### src/rtl/wb_arbiter.sv
`default_nettype none
// +-----------------------------------------------------------------------------+
// | wb_arbiter: two-source register-file writeback arbiter with anti-starvation |
// | for the multdiv port; optional busy scoreboard (macro WB_SCOREBOARD_EN).     |
// | Revision: 1.0                                                                |
// +-----------------------------------------------------------------------------+
module wb_arbiter #(
  parameter int STARVE_LIMIT = 4
) (
  input  logic        clock,
  input  logic        ctrl_reset,
  input  logic        a_valid,
  output logic        a_ready,
  input  logic [4:0]  a_reg,
  input  logic [31:0] a_data,
  input  logic        b_valid,
  output logic        b_ready,
  input  logic [4:0]  b_reg,
  input  logic [31:0] b_data,
  input  logic        b_issue,
  input  logic [4:0]  b_issue_reg,
  output logic        ctrl_writeEnable,
  output logic [4:0]  ctrl_writeReg,
  output logic [31:0] data_writeReg,
  output logic [31:0] busy_mask
);

  localparam logic [2:0] c_starve_limit = 3'(STARVE_LIMIT);

  logic [2:0]  starve_cnt_q, starve_cnt_d;
  logic        we_q, we_d;
  logic [4:0]  wreg_q, wreg_d;
  logic [31:0] wdata_q, wdata_d;
  logic        w_b_prio;
  logic        w_a_xfer;
  logic        w_b_xfer;

  // B overrides A only once it has waited the full starvation window
  assign w_b_prio = (starve_cnt_q == c_starve_limit);
  assign a_ready  = !ctrl_reset && a_valid && !(b_valid && w_b_prio);
  assign b_ready  = !ctrl_reset && b_valid && (!a_valid || w_b_prio);
  assign w_a_xfer = a_valid && a_ready;
  assign w_b_xfer = b_valid && b_ready;

  always_comb begin
    starve_cnt_d = starve_cnt_q;
    if (!b_valid || w_b_xfer) begin
      starve_cnt_d = 3'd0;
    end else if (starve_cnt_q != c_starve_limit) begin
      starve_cnt_d = starve_cnt_q + 3'd1;
    end
  end

  always_comb begin
    we_d    = 1'b0;
    wreg_d  = wreg_q;
    wdata_d = wdata_q;
    if (w_a_xfer) begin
      we_d    = (a_reg != 5'd0);
      wreg_d  = a_reg;
      wdata_d = a_data;
    end else if (w_b_xfer) begin
      we_d    = (b_reg != 5'd0);
      wreg_d  = b_reg;
      wdata_d = b_data;
    end
  end

  always_ff @(posedge clock or posedge ctrl_reset) begin
    if (ctrl_reset) begin
      starve_cnt_q <= 3'd0;
      we_q         <= 1'b0;
      wreg_q       <= 5'd0;
      wdata_q      <= 32'd0;
    end else begin
      starve_cnt_q <= starve_cnt_d;
      we_q         <= we_d;
      wreg_q       <= wreg_d;
      wdata_q      <= wdata_d;
    end
  end

  assign ctrl_writeEnable = we_q;
  assign ctrl_writeReg    = wreg_q;
  assign data_writeReg    = wdata_q;

`ifdef WB_SCOREBOARD_EN
  logic [31:0] busy_q, busy_d;

  // Set is applied after clear so a same-edge reissue keeps the bit busy
  always_comb begin
    busy_d = busy_q;
    if (w_b_xfer) begin
      busy_d[b_reg] = 1'b0;
    end
    if (b_issue && (b_issue_reg != 5'd0)) begin
      busy_d[b_issue_reg] = 1'b1;
    end
  end

  always_ff @(posedge clock or posedge ctrl_reset) begin
    if (ctrl_reset) begin
      busy_q <= 32'd0;
    end else begin
      busy_q <= busy_d;
    end
  end

  assign busy_mask = busy_q;
`else
  logic w_unused_issue;

  assign w_unused_issue = ^{b_issue, b_issue_reg};
  assign busy_mask      = 32'd0;
`endif

endmodule
`default_nettype wire

### config.mk
export PLATFORM = sky130hd
export DESIGN_NAME = wb_arbiter
export DESIGN_NICKNAME = d
export VERILOG_FILES = /design/src/rtl/wb_arbiter.sv
export SDC_FILE = /design/constraint.sdc
export NUM_CORES = 1
export LEC_CHECK = 0
export ABC_AREA = 1
export CAP_MARGIN = 20
export CELL_PAD_IN_SITES_DETAIL_PLACEMENT = 1
export CELL_PAD_IN_SITES_GLOBAL_PLACEMENT = 1
export CORE_MARGIN = 4
export CORE_UTILIZATION = 27
export DETAILED_ROUTE_END_ITERATION = 10
export PLACE_DENSITY_LB_ADDON = 0.08
export SYNTH_ARGS = -nofsm -noshare
export SYNTH_HDL_FRONTEND = slang
export SYNTH_SLANG_ARGS = --single-unit
### constraint.sdc
create_clock -name clock -period 4.09 [get_ports clock]
set_clock_uncertainty 0.05 [all_clocks]
set_input_delay 0.6135 -clock clock [delete_from_list [all_inputs] [get_ports clock]]
set_output_delay 0.6135 -clock clock [all_outputs]
set_load 0.02 [all_outputs]
==> results.yml <==
yosys:
  syn_area_um2: 2640
  synth-xor-area-share: 0.00331
  synth-simple-area-share: 0.331
  synth_seq_cells: 41
  synthCells: 387
  avgSynthCellArea_um2: 6.83
  yosysWarnings: 0
  synth_area_leaders: "dfrtp_1 39%, nand2_1 17%, nand3_1 14%"
  synth-adder-area-share: 0.00947
  ys_seq_area_frac: 0.388
  yosysUniqueCellTypes: 18
  muxShareOfSynthArea: 0
  synth_top_cell_by_area: "dfrtp_1"
  synth_top_area_share: 0.388
  synth_compound_area_frac: 0.00900
  synth_top_family_by_area: "simple AND/OR/NAND/NOR gates"
global_routing:
  grt_busiest_layer: "met2"
  use_met2: 0.262
  grt_use_met3: 0.0355
  grt_pass1_vias: 2717
  grt_pass1_wl_um: 13900
  grt_start_max_net_pins: 39
  grt_antenna_before_repair: 0
  groute.usage.overall: 0.152
  grt-ovfl-total: 0
  grt_util_met1: 0.196
critical_path:
  reg2reg_to: "data_writeReg[22]$_DFFE_PP0P_"
  r2r_cells: 8
  r2r_slack_ns: 2.37
  required_ns: 3.43
  cp_max_fo: 5
  r2r-start: "starve_cnt_q[0]$_DFFE_PP0P_"
  crit_type: "in -> out"
  start_kind: "input port"
  cp.arrival_ns: 2.26
  cp-end-kind: "output pin"
cts:
  cts_buffers: 5
  htreeDepth: 2
  clk_pin_slew_ns: 0.07
  cts_sinks: 41
  clk_path_buf_depth: 2
  cts_tree: "done"
  cts.repair.resized: 0
  clk_latency_ns: 0.28
  cts-root-buf: "clkbuf_8"
  post_cts_buffers: 0
  cts_hold_buf: 0
route:
  drtPass1Iterations: 4
  final_antenna_net_count: 0
  wirelength_um: 8610
  wl_per_cell_um: 13.8
  via_count: 2607
  via_per_inst: 4.17
  drc: 0
  drt-initial-drc-count: 55
layout:
  layout.nets: 582
  nFillCells: 1220
  final_util: 0.412
  num_antenna_cells: 0
  multi_input_area_um2: 1070
  drive_gt1_frac: 0.0343
  seq_area_um2: 1030
  syn2layout_area_growth_pct: 46.0
hold_path:
  min-delay-start: "data_writeReg[16]$_DFFE_PP0P_"
  hold_path_class: "reg -> reg"
  hold_path_end: "data_writeReg[16]$_DFFE_PP0P_"
  hold_depth: 2
floorplan:
  die_w_um: 107
  chipHeight_um: 107
  ios: 156
  initial_core_util: 0.282
  num_rows: 35
  fp.coreArea_um2: 9370
  die-area_um2: 11400
flow_run:
  drv_cap: 0
timing:
  hold_slack_ns: 0.429
  relSlewSlack: 0.534
  tightest_slew_ns: 0.698
  final.setup.worst_slack_ns: 1.17
  post-route-min-period_ns: 2.92
  maxClockFrequency_ghz: 0.342
  finalSetupViolations: 0
  finalCritPeriodShare: 0.715
  grt_setup_unrepaired: "no"
  drv_slew: 0
  setup_tns_ns: 0
  hold_viol: 0
placement:
  place.gp.congestion: 0.741
  dp_hpwl_um: 6120
  io_buffers: 117
  place_ws_ns: 1.18
power:
  p_leak_uw: 0.00210
  p_per_area_nw_per_um2: 312
  ir_worst_vdd_v: 0.000120
run_status:
  status: "finished clean"
## cell families after synthesis
kind of cell | after synthesis
AO/OA/AOI/OAI | 4
XOR/XNOR | 1
adder cells (fa/ha/maj) | 2
buffers and inverters | 133
flip-flops | 41
other | 1
AND/OR/NAND/NOR | 205
## area by class of cell
cell class / count / share of cell area
Clock buffer: 7 / 0.0224
Sequential cell: 41 / 0.266
Inverter: 82 / 0.0798
Multi-Input combinational cell: 244 / 0.277
Tap cell: 129 / 0.0418
Timing Repair Buffer: 122 / 0.313
## registers in the layout (all words and copies together) (netlist names)
register and cells:
ctrl_writeReg 5, data_writeReg 32, starve_cnt_q 3, ctrl_writeEnable 1
## cell usage in the layout, fill, tap and decap left out
cell             synthesis  layout
nand3_1                 76      76
inv_2                    2       3
xnor2_1                  1       1
conb_1                   1      32
clkbuf_1                 1       1
nor2_1                   4       3
nor2_4                   0       1
nand3_2                  1       1
dfrtp_1                 41      41
o21ai_0                  2       2
buf_4                   37       5
nand4_1                  2       2
ha_1                     2       2
inv_1                   80      79
a21oi_1                  1       1
nand2_1                122     122
clkdlybuf4s50_1          0     117
clkbuf_8                 0       6
a21oi_4                  0       1
## worst max-delay path: stages
cell	delay [ns]
clkdlybuf4s50_1	0.58
inv_2	0.08
nor2_1	0.10
nand2_1	0.12
inv_1	0.14
clkdlybuf4s50_1	0.63
## Yosys cell counts
master    count
a21oi_1       1
xnor2_1       1
nand3_1      76
inv_2         2
nand2_1     122
buf_6         4
nand3_2       1
nand4_1       2
o21ai_0       2
dfrtp_1      41
buf_4        37
ha_1          2
nor2_1        4
a21oi_2       1
inv_1        80
buf_2         9
conb_1        1
clkbuf_1      1
## metal layers
metal / vias up / wire length (µm)
met2: 78 / 4130
li1: 1302 / -
met5: - / 0
met4: 0 / 58
met1: 1223 / 3950
met3: 4 / 467
## report_power, final
| group | switching [µW] | internal, µW |
|---|---|---|
| registers | 31.5 | 460 |
| clock network | 136 | 134 |
| logic | 237 | 204 |
| total | 404 | 798 |
## metrics by stage
stage          total power (µW)  cell area (µm²)  cells
2_1_floorplan               745             2760    418
3_3_place_gp                940             3770    618
3_5_place_dp                948             3770    618
4_1_cts                    1230             3860    625
5_1_grt                    1290             3860    625
6_report                   1200             3860    625
## worst max-delay path by stage
stage	from	end	slack, ns
2_1_floorplan	ctrl_reset	starve_cnt_q[0]$_DFFE_PP0P_	2.15
3_3_place_gp	b_valid	b_ready	1.20
3_5_place_dp	b_valid	b_ready	1.18
4_1_cts	b_valid	b_ready	1.17
5_1_grt	b_valid	b_ready	1.06
6_report	b_valid	b_ready	1.17
No activity file was read; power rests on OpenSTA's default activity.
